`src/rtl/bram_transpose_ctrl.sv`:
```
// bram_transpose_ctrl: stream-side controller using one bram_mem instance as a
// ROWSxCOLS transpose buffer. Frames enter row-major, leave column-major.
// The fixed 2-cycle BRAM read latency is hidden behind a credit-checked FIFO.
// Optional feature macro: TPOSE_STALL_CNT_EN (adds stall_cnt output).
module bram_transpose_ctrl #(
    parameter int DATAW       = 8,
    parameter int ROWS        = 8,
    parameter int COLS        = 8,
    parameter int DEPTH       = ROWS * COLS,
    parameter int ADDRW       = $clog2(DEPTH),
    parameter int OFIFO_DEPTH = 4
) (
    input  logic             clk,
    input  logic             rst_n,
    input  logic [DATAW-1:0] in_data,
    input  logic             in_valid,
    output logic             in_ready,
    output logic [DATAW-1:0] out_data,
    output logic             out_valid,
    input  logic             out_ready,
    output logic [DATAW-1:0] mem_wdata,
    output logic [ADDRW-1:0] mem_waddr,
    output logic             mem_wen,
    output logic [ADDRW-1:0] mem_raddr,
    input  logic [DATAW-1:0] mem_rdata,
`ifdef TPOSE_STALL_CNT_EN
    output logic [31:0]      stall_cnt,
`endif
    output logic             frame_done
);

    localparam int RW = (ROWS > 1) ? $clog2(ROWS) : 1;
    localparam int CW = (COLS > 1) ? $clog2(COLS) : 1;
    localparam int PW = (OFIFO_DEPTH > 1) ? $clog2(OFIFO_DEPTH) : 1;
    localparam int NW = $clog2(OFIFO_DEPTH + 1);

    typedef enum logic {
        FILL  = 1'b0,
        DRAIN = 1'b1
    } state_t;

    state_t           state_q, state_d;
    logic             in_ready_q, in_ready_d;
    logic [RW-1:0]    wr_r_q, wr_r_d;
    logic [CW-1:0]    wr_c_q, wr_c_d;
    logic [RW-1:0]    rd_r_q, rd_r_d;
    logic [CW-1:0]    rd_c_q, rd_c_d;
    logic             rd_done_q, rd_done_d;
    logic [1:0]       vld_q, vld_d;
    logic [PW-1:0]    fifo_wp_q, fifo_wp_d;
    logic [PW-1:0]    fifo_rp_q, fifo_rp_d;
    logic [NW-1:0]    fifo_cnt_q, fifo_cnt_d;
    logic [DATAW-1:0] fifo_mem_q [OFIFO_DEPTH];

    logic             accept;
    logic             wr_last;
    logic             rd_last;
    logic             credit_ok;
    logic             issue;
    logic             push;
    logic             pop;
    logic             last_pop;
    logic [NW:0]      occupancy;

    // Handshake decode, address generation and credit check
    always_comb begin
        accept    = in_valid & in_ready_q;
        wr_last   = (wr_r_q == RW'(ROWS - 1)) && (wr_c_q == CW'(COLS - 1));
        rd_last   = (rd_r_q == RW'(ROWS - 1)) && (rd_c_q == CW'(COLS - 1));
        // Registered count only: a pop this cycle frees its credit next cycle.
        occupancy = (NW+1)'(fifo_cnt_q) + (NW+1)'(vld_q[0]) + (NW+1)'(vld_q[1]);
        credit_ok = occupancy < (NW+1)'(OFIFO_DEPTH);
        issue     = (state_q == DRAIN) && !rd_done_q && credit_ok;
        push      = vld_q[1];
        out_valid = (fifo_cnt_q != '0);
        pop       = out_valid & out_ready;
        last_pop  = pop && (state_q == DRAIN) && rd_done_q && (vld_q == 2'b00)
                    && (fifo_cnt_q == NW'(1));

        in_ready   = in_ready_q;
        mem_wen    = accept;
        mem_wdata  = in_data;
        mem_waddr  = ADDRW'(wr_r_q) * ADDRW'(COLS) + ADDRW'(wr_c_q);
        mem_raddr  = ADDRW'(rd_r_q) * ADDRW'(COLS) + ADDRW'(rd_c_q);
        out_data   = out_valid ? fifo_mem_q[fifo_rp_q] : '0;
        frame_done = last_pop;
    end

    // FSM next-state: FILL until the last beat is accepted, DRAIN until final pop
    always_comb begin
        state_d    = state_q;
        in_ready_d = 1'b0;
        case (state_q)
            FILL: begin
                if (accept && wr_last) begin
                    state_d = DRAIN;
                end
            end
            DRAIN: begin
                if (last_pop) begin
                    state_d = FILL;
                end
            end
            default: state_d = FILL;
        endcase
        // in_ready is registered so it is low in reset and rises one cycle later
        in_ready_d = (state_d == FILL);
    end

    // Write counters (column inner) and read counters (row inner)
    always_comb begin
        wr_r_d    = wr_r_q;
        wr_c_d    = wr_c_q;
        rd_r_d    = rd_r_q;
        rd_c_d    = rd_c_q;
        rd_done_d = rd_done_q;
        if (accept) begin
            if (wr_c_q == CW'(COLS - 1)) begin
                wr_c_d = '0;
                wr_r_d = (wr_r_q == RW'(ROWS - 1)) ? '0 : wr_r_q + RW'(1);
            end else begin
                wr_c_d = wr_c_q + CW'(1);
            end
        end
        if (issue) begin
            if (rd_r_q == RW'(ROWS - 1)) begin
                rd_r_d = '0;
                rd_c_d = (rd_c_q == CW'(COLS - 1)) ? '0 : rd_c_q + CW'(1);
            end else begin
                rd_r_d = rd_r_q + RW'(1);
            end
            if (rd_last) begin
                rd_done_d = 1'b1;
            end
        end
        if (last_pop) begin
            rd_done_d = 1'b0;
        end
    end

    // Read-latency tracker and FIFO pointer/count bookkeeping
    always_comb begin
        vld_d      = {vld_q[0], issue};
        fifo_wp_d  = fifo_wp_q;
        fifo_rp_d  = fifo_rp_q;
        fifo_cnt_d = fifo_cnt_q;
        if (push) begin
            fifo_wp_d = (fifo_wp_q == PW'(OFIFO_DEPTH - 1)) ? '0 : fifo_wp_q + PW'(1);
        end
        if (pop) begin
            fifo_rp_d = (fifo_rp_q == PW'(OFIFO_DEPTH - 1)) ? '0 : fifo_rp_q + PW'(1);
        end
        case ({push, pop})
            2'b10:   fifo_cnt_d = fifo_cnt_q + NW'(1);
            2'b01:   fifo_cnt_d = fifo_cnt_q - NW'(1);
            default: fifo_cnt_d = fifo_cnt_q;
        endcase
    end

    // State, counters, in-flight tracker and FIFO control registers
    always_ff @(posedge clk or negedge rst_n) begin
        if (!rst_n) begin
            state_q    <= FILL;
            in_ready_q <= 1'b0;
            wr_r_q     <= '0;
            wr_c_q     <= '0;
            rd_r_q     <= '0;
            rd_c_q     <= '0;
            rd_done_q  <= 1'b0;
            vld_q      <= '0;
            fifo_wp_q  <= '0;
            fifo_rp_q  <= '0;
            fifo_cnt_q <= '0;
        end else begin
            state_q    <= state_d;
            in_ready_q <= in_ready_d;
            wr_r_q     <= wr_r_d;
            wr_c_q     <= wr_c_d;
            rd_r_q     <= rd_r_d;
            rd_c_q     <= rd_c_d;
            rd_done_q  <= rd_done_d;
            vld_q      <= vld_d;
            fifo_wp_q  <= fifo_wp_d;
            fifo_rp_q  <= fifo_rp_d;
            fifo_cnt_q <= fifo_cnt_d;
        end
    end

    // FIFO storage: validity is carried by the count, so no reset is needed
    always_ff @(posedge clk) begin
        if (push) begin
            fifo_mem_q[fifo_wp_q] <= mem_rdata;
        end
    end

`ifdef TPOSE_STALL_CNT_EN
    logic [31:0] stall_q;

    // Saturating count of drain cycles where output is offered but not taken
    always_ff @(posedge clk or negedge rst_n) begin
        if (!rst_n) begin
            stall_q <= '0;
        end else if ((state_q == DRAIN) && out_valid && !out_ready && (stall_q != '1)) begin
            stall_q <= stall_q + 32'd1;
        end
    end

    assign stall_cnt = stall_q;
`endif

endmodule

```
`config.mk`:
```
export PLATFORM = sky130hd
export DESIGN_NAME = bram_transpose_ctrl
export DESIGN_NICKNAME = d
export VERILOG_FILES = /design/src/rtl/bram_transpose_ctrl.sv
export SDC_FILE = /design/constraint.sdc
export NUM_CORES = 1
export LEC_CHECK = 0
export ABC_AREA = 1
export BUFFER_PORTS_ARGS = -buffer_cell sky130_fd_sc_hd__clkbuf_2
export CAP_MARGIN = 20
export CORE_MARGIN = 2
export CORE_UTILIZATION = 49
export CTS_CLUSTER_DIAMETER = 50
export DETAILED_ROUTE_END_ITERATION = 10
export GPL_TIMING_DRIVEN = 1
export PLACE_DENSITY_LB_ADDON = 0.05
export SLEW_MARGIN = 15
export SYNTH_ARGS = -nofsm -noshare
export SYNTH_HDL_FRONTEND = slang
export SYNTH_SLANG_ARGS = --single-unit
```
`constraint.sdc`:
```
create_clock -name clk -period 1.8 [get_ports clk]
set_input_delay 0.09 -clock clk [delete_from_list [all_inputs] [get_ports clk]]
set_output_delay 0.09 -clock clk [all_outputs]
set_load 0.005 [all_outputs]
```
# Word level (Yosys, flattened, before mapping)
# Memories as Yosys holds them, arrays and structs flattened.
# Cells that the tools add are included.
[totals] register_bits=24 mem_bits_rw=32 inputBits=20 out_inout_bits=32 word_cells=72 memories=1
[memory_table] memory="fifo_mem_q" words=4 width=8 read_ports=1 rd_ports_with_merged_regs=0 write_ports=1 line_no="53" text="logic [DATAW-1:0] fifo_mem_q [OFIFO_DEPTH];"
[op_classes] addsub=12 n_lt_le_gt_ge=1 n_eq_ne=9 muxes=16 bitwise_logic=4 n_reduce_logical=18
[ops] operator="adder 3 x 1 -> 3 bit, second input constant" n=5
[ops] operator="adder 6 x 3 -> 6 bit" n=2
[ops] operator="equality test 3 bit, second input constant" n=4
[ops] operator="2-to-1 mux 3 bit" n=4
[ops] operator="logical AND 1 bit" n=9
[ops] operator="2-to-1 mux 8 bit" n=1
[ops] operator="2-to-1 mux 1 bit" n=7
[ops] operator="equality test 2 bit, second input constant" n=3
[ops] operator="case mux 3 bit (2 select lines)" n=1
[ops] operator="AND reduction 2 bit" n=3
[ops] operator="nonzero test 2 bit" n=3
[ops] operator="adder 2 x 1 -> 2 bit, second input constant" n=2
[ops] operator="adder 3 x 1 -> 4 bit" n=1
[ops] operator="adder 4 x 1 -> 4 bit" n=1
[ops] operator="< comparator 4 x 3 -> 1 bit, second input constant" n=1
[ops] operator="2-to-1 mux 2 bit" n=2
[ops] operator="equality test 3 x 1 -> 1 bit, second input constant" n=1
[ops] operator="nonzero test 3 bit" n=1
[ops] operator="subtractor 3 x 1 -> 3 bit, second input constant" n=1
[ops] operator="bitwise AND 1 bit" n=2
[ops] operator="equality test 2 x 1 -> 1 bit, second input constant" n=1
[ops] operator="zero test 2 bit" n=1
[ops] operator="inverter 1 bit" n=2
[ops] operator="case mux 1 bit (2 select lines)" n=1
[ops] operator="zero test 1 bit" n=1

# Logic depth before layout (Yosys ltp)
# Gate-level depths: netlist (run 1).
[logic_depth] word_depth=9 ltp_mapped=11

# Worst setup path before layout (run 1)
# OpenSTA, ideal clock, no wires.
[synth_timing] path_type="register -> register" startpoint="reg fifo_cnt_q[0]" endpoint="reg fifo_cnt_q[2]" arrival_time_ps=1557 required_time_ps=1682 path_slack_ps=125 stages_incl_launch_ff=11 period_less_slack_ps=1675 cell_sequence="dfrtp_1 -> inv_1 -> ha_1 -> nand2_2 -> nand2_1 -> inv_1 -> ha_1 -> nor2_1 -> o21ai_0 -> xor2_1 -> inv_1"
[synth_between] elab_chain_len=4 elab_cells_between_ends=8 cone_classes="add/sub: 2; eq/ne: 2; mux: 1; bitwise: 1; reduce/logical: 2"
[synth_rtl] element="start, declared" line_no="52" text="logic [NW-1:0] fifo_cnt_q, fifo_cnt_d;"
[synth_rtl] element="start signal, assigned" line_no="185" text="fifo_cnt_q <= fifo_cnt_d;"
[synth_rtl] element="nonzero test 3 bit *" line_no="75" text="out_valid = (fifo_cnt_q != '0);"
[synth_rtl] element="named net out_valid" line_no="19" text="output logic out_valid,"
[synth_rtl] element="bitwise AND 1 bit *" line_no="76" text="pop = out_valid & out_ready;"
[synth_rtl] element="equality test 2 x 1 -> 1 bit or equality test 2 bit (tied branches)" line_no="153" text="case ({push, pop})"
[synth_rtl] element="case mux 3 bit (2 select lines) or nonzero test 2 bit (tied branches)"
# Mark *: on every way through the listed nets, which the timed path passes. The rest lies on a longest branch.
# A chain may end at the register's enable or synchronous reset.

# Worst setup path after layout (run 1)
[layout_timing] startpoint="reg fifo_cnt_q[1]" endpoint="out out_data[0]"
[layout_between] elab_chain_len=2
[layout_rtl] element="nonzero test 3 bit" line_no="75"
[layout_rtl] element="2-to-1 mux 8 bit" line_no="85" text="out_data = out_valid ? fifo_mem_q[fifo_rp_q] : '0;"
[layout_rtl] element="end, declared" line_no="18" text="output logic [DATAW-1:0] out_data,"
# No other way between the ends.

==> metrics.txt, run 1 <==
# Max-Cap Violations 0; Setup violations, final 0; Switching Share 36.7%; Area contributors post-synth edfxtp_1, dfrtp_1, ha_1, nor2_1, nand2_1; CTS max path bufs 2; hold path depth 1; Final Hold Viols 0; DRC violations left 0; Setup Crit Path Kind flip-flop to primary output; Yosys top cell area share a little over a third; global route overflow 0; DIE AREA between 5000 and 6000 µm²; global-route wire length before repair between 7000 and 8000 µm; Filler cells roughly 450; Initial Util approximately half; P&R area growth vs syn 15.4%; Critical Path Fanout Max 8; YS warnings 0; DIE HEIGHT 77.2 µm; CTS Root Cell clkbuf_8; PwrDens approximately 1500 nW/µm²; multi-input logic area ~900 µm²; FP Rows 26; drt wl/cell about 13 µm; Main synth FF type edfxtp_1; CP endpoint kind primary output; Syn Std Cell Area 2630 µm²; largest net degree at the start of global routing 25; syn_nets about 290; CTS Sinks between 50 and 60; vias in the first global route 1604; Seq/Total Area, Yosys 59.4%; layout cells sized above 1 24.0%; total negative setup slack 0 ns; Max Clk Rate 0.577 GHz; top cell type by total area after synthesis edfxtp_1; CTS tree yes; Placer Congestion 0.818; Die W 77.2 µm; DRT iter0 DRCs ~100; Int Power just under 3 mW; HPWL Detailed around 3200 µm; GRT Util Overall 16.8%; number of synthesized flops with an enable pin 32; Hold Path Class primary input to flip-flop; number of diodes 0; CP Data Required Time between 1.5 and 2 ns; Critical Path Start Type flip-flop; worst rel slew slack ~58%; Pre-antenna DRT Iters 4; fraction of registers with async set/reset between 40% and 50%; status complete, no violations; Synth Register Bits 56; Final ANT Viol Nets 0; leakage power total 1.38 nW; register area about 1600 µm²; post-DR vias/cell between 4 and 5; worst-skew pair later-pin latency about 0.30 ns; H-tree depth 2; final std cells w/o fill between 300 and 400; DR vias 1738; cell count after placement approximately 350; combinational power share around two fifths; Clock transition at path regs roughly 0.09 ns; Tmin final approximately 1.7 ns; worst-margin pin slew approximately 0.63 ns; Syn Inst Count around 250; final count of pins violating max slew 0; port bufs 35; final net count roughly 330; drt total wl about 4600 µm; depth of the most critical reg-to-reg path 10; crit path DAT 1.64 ns; hold slack about 0.011 ns; Unique masters post-synth 29; core area approximately 5000 µm²; RSZ-0062 raised after global routing false; cts bufs inserted 5; Tcrit/Tclk final 96.3%; clock share of power roughly 18%; skew final just over 0.008 ns; # IOs between 50 and 60; P_sw approximately 1.7 mW; Seq pwr share 41.5%; initial antenna violation count 0; Worst VDD drop around 700 µV; Synth Area per Inst 10.6 µm²
[metal layers]
metal	global-route usage [%]	part of all wire [%]
met5	0	0
met4	5.89	1.4
met3	3.18	4.6
met2	24.7	45
met1	24.9	49
[placed cells by master (no fill, tap or decap), drive strengths merged, types with 3 or more instances in the layout]
cell type | netlist | routed
clkinv | 2 | 4
nand2 | 39 | 39
edfxtp | 32 | 32
nand4 | 4 | 4
nand3 | 4 | 4
nor2 | 42 | 42
buf | 11 | 9
o21ai | 26 | 26
inv | 23 | 22
dlygate4sd3 | 0 | 3
a21oi | 9 | 9
clkbuf | 2 | 39
ha | 19 | 19
dfrtp | 24 | 24
[cells by family after synthesis]
family / Yosys count / synth area share, %
fa+ha+maj: 19 / 9.04
compound gates: 37 / 7.38
mux: 1 / 0.428
xor+xnor: 3 / 1.00
flops: 56 / 59.4
buf+inv: 38 / 7.23
simple gates: 93 / 15.5
[flip-flops by register name (all words and copies together), names as in the netlist, 3 cells and up]
| signal | cells |
|---|---|
| wr_c_q | 3 |
| wr_r_q | 3 |
| fifo_cnt_q | 3 |
| rd_r_q | 3 |
| rd_c_q | 3 |
| fifo_mem_q | 32 |
[final timing paths]
| kind | endpoint | slack (ns) | start |
|---|---|---|---|
| worst max-delay path | out_data[0] | 0.07 | fifo_cnt_q[1]$_DFFE_PN0P_ |
| worst min-delay path | fifo_mem_q[1][3]$_DFFE_PP_ | 0.01 | mem_rdata[3] |
| worst max register to register | fifo_cnt_q[2]$_DFFE_PN0P_ | 0.18 | fifo_cnt_q[1]$_DFFE_PN0P_ |
| worst min register to register | vld_q[1]$_DFF_PN0_ | 0.45 | vld_q[0]$_DFF_PN0_ |
| max in group asynchronous | fifo_rp_q[0]$_DFFE_PN0N_ | 1.03 | rst_n |
| min in group asynchronous | rd_r_q[0]$_DFFE_PN0P_ | 0.33 | rst_n |
[cell usage after synthesis (4+ instances only)]
library cell	n
dfrtp_1	24
ha_1	19
nor2_1	42
nand2_1	36
o21ai_0	24
a21oi_1	9
inv_1	21
edfxtp_1	32
nand4_1	4
buf_4	11
[power by group through the flow]
stage / clock, mW / sequential [mW] / combinational, mW
3_5_place_dp: 0 / 1.92 / 1.78
2_1_floorplan: 0 / 1.88 / 1.19
3_3_place_gp: 0 / 1.92 / 1.76
4_1_cts: 0.829 / 1.90 / 1.82
5_1_grt: 0.880 / 1.94 / 2.16
6_report: 0.797 / 1.89 / 1.87
[stage by stage]
stage	power [mW]	worst slack, ns	cell area (µm²)	util [%]
6_report	4.56	0.0671	3030	59.0
5_1_grt	4.98	0.00471	3030	59.0
2_1_floorplan	3.07	0.125	2630	-
4_1_cts	4.54	0.0155	2990	58.2
3_3_place_gp	3.67	0.114	2850	55.5
3_5_place_dp	3.70	0.0681	2850	55.5
[what timing repair did]
item	CTS	global route
hold buffers	2	1
endpoints found under the hold margin	28	4
buffers inserted	0	1
gates resized for setup	3	6
endpoints found under the setup margin	1	9
[final cells by class]
type / count / area share [%]
clock inverter: 3 / 1.40
timing repair buffer: 46 / 8.87
clock buffer: 5 / 2.27
tap: 70 / 2.89
multi-input combinational: 153 / 29.7
inverter: 25 / 3.38
sequential: 56 / 51.5
[critical path: stages, from the launching register on]
cell,delay [ns]
dfrtp_1,0.37
inv_2,0.06
ha_2,0.17
nand2_2,0.07
buf_6,0.12
clkinvlp_4,0.20
a21oi_1,0.21
clkbuf_2,0.14
(Power assumes the default switching activity.)
==> run 2: changes to the inputs <==
==> constraint.sdc (replaced) <==
create_clock -name clk -period 1.8 [get_ports clk]
set_input_delay 0.18 -clock clk [delete_from_list [all_inputs] [get_ports clk]]
set_output_delay 0.18 -clock clk [all_outputs]
set_load 0.005 [all_outputs]
==> metrics.txt, run 2 (same netlist as run 1, synthesis figures left out) <==
Pre-antenna DRT Iters 4 (unchanged); HPWL Detailed 3030 µm (-4.2%); core area 5140 µm² (unchanged); vias in the first global route 1740 (+8.5%); max reg flops 32 (unchanged); DRC violations left 0 (unchanged); CTS Sinks 56 (unchanged); crit path DAT 1.54 ns (-0.10 ns); leakage power total 1.40 nW (+1.4%); post-DR vias/cell 4.80 (-1.2%); final std cells w/o fill 362 (+1.1%); status complete, no violations; skew final 0.00966 ns (+0.00138 ns); CTS Root Cell clkbuf_8; drt wl/cell 12.6 µm (-1.1%); final count of pins violating max slew 0 (unchanged); most flop-heavy register fifo_mem_q; Setup Crit Path Kind flip-flop to primary output; most frequent cells in the layout nor2_1, nand2_1, clkbuf_2; dpl cell area 2840 µm² (-0.53%); DR vias 1737 (-0.058%); fin util 60.1% (+1.1 points); drt total wl 4570 µm (about the same); Setup violations, final 0 (unchanged); P&R area growth vs syn 17.5%; Critical Path Start Type flip-flop; Clock transition at path regs 0.11 ns (+0.02 ns); GRT Util Overall 16.8% (+0.029 points); DIE HEIGHT 77.2 µm (unchanged); cell count after placement 344 (-0.58%); # Max-Cap Violations 0 (unchanged); Tcrit/Tclk final 95.8% (-0.52 points); Final Hold Viols 0 (unchanged); total negative setup slack 0 ns (unchanged); FP Rows 26 (unchanged); # IOs 52 (unchanged); CTS tree yes; cts bufs inserted 5 (unchanged); Tmin final 1.72 ns (-0.00927 ns); CP Data Required Time 1.62 ns (-0.09 ns); Initial Util 51.1% (unchanged); final net count 330 (+1.2%); global route overflow 0 (unchanged); DRT iter0 DRCs 69 (-32%); initial antenna violation count 0 (unchanged); CTS max path bufs 2 (unchanged); Final ANT Viol Nets 0 (unchanged); number of diodes 0 (unchanged); post-route cell area 3090 µm² (+1.8%); layout cells sized above 1 29.1% (+5.2 points); Hold Path Class primary input to flip-flop; commonest non-fill, non-tap cell in the layout nor2_1; worst rel slew slack 58.4% (+0.31 points); H-tree depth 2 (unchanged); worst-margin pin slew 0.624 ns (-0.00462 ns); Worst VDD drop 794 µV (+13%); largest net degree at the start of global routing 25 (unchanged); Max Clk Rate 0.580 GHz (+0.54%); post-layout power 4.66 mW (+2.1%); PwrDens 1510 nW/µm² (+0.26%); Die W 77.2 µm (unchanged); RSZ-0062 raised after global routing true; Placer Congestion 0.791 (-3.3%); Critical Path Fanout Max 4 (-4); global-route wire length before repair 7870 µm (+2.4%); port bufs 35 (unchanged); CP endpoint kind primary output; worst-skew pair later-pin latency 0.31 ns (about the same); DIE AREA 5970 µm² (unchanged)
[run 2: layout make-up]
class / instances / area (µm²)
Clock buffer: 5 / 68.8
Clock inverter: 3 / 27.5
Fill cell: 472 / 2050
Inverter: 25 / 106
Multi-Input combinational cell: 153 / 940
Sequential cell: 56 / 1560
Tap cell: 70 / 87.6
Timing Repair Buffer: 50 / 294
[run 2: power by group]
group	internal (mW)	switching, mW
sequential	1.66	0.238
clock	0.286	0.420
combinational	0.934	1.12
total	2.88	1.78
[run 2: what timing repair did]
item | 4_1_cts | 5_1_grt
endpoints found under the hold margin | 24 | 0
pin swaps | 1 | 1
endpoints found under the setup margin | 8 | 10
buffers inserted | 2 | 7
hold buffers | 1 | 0
resized for setup | 13 | 8
[run 2: critical path, cell delays in order, from the launching register on]
cell,delay (ns)
dfrtp_1,0.37
inv_2,0.07
ha_4,0.16
nand2_4,0.05
buf_6,0.10
clkinvlp_4,0.09
buf_4,0.14
a21oi_2,0.12
buf_2,0.13
[run 2: metal layers]
metal	GRT usage, %	vias to the layer above	share of wire, %
met1	22.5	787	48
li1	-	900	-
met4	6.96	0	2.0
met3	3.18	11	4.7
met2	27.0	39	45
met5	0	-	0
[run 2: worst paths after layout]
check	end	cells past startpoint	from	slack [ns]
setup / recovery	out_data[7]	8	fifo_cnt_q[1]$_DFFE_PN0P_	0.08
hold / removal	fifo_mem_q[3][1]$_DFFE_PP_	1	mem_rdata[1]	0.08
setup reg to reg	fifo_cnt_q[2]$_DFFE_PN0P_	10	fifo_cnt_q[1]$_DFFE_PN0P_	0.13
hold reg to reg	vld_q[1]$_DFF_PN0_	0	vld_q[0]$_DFF_PN0_	0.45
max in group asynchronous	fifo_rp_q[0]$_DFFE_PN0N_	2	rst_n	0.94
min in group asynchronous	rd_c_q[2]$_DFFE_PN0P_	2	rst_n	0.42
[run 2: per-stage QoR]
stage	setup WS [ns]	hold slack, ns
after global routing	-0.0190	0.0683
after CTS	0.0145	0.0751
after global placement	0.109	0.225
final	0.0764	0.0794
after detailed placement	0.0514	0.230
after floorplan	0.125	-0.116
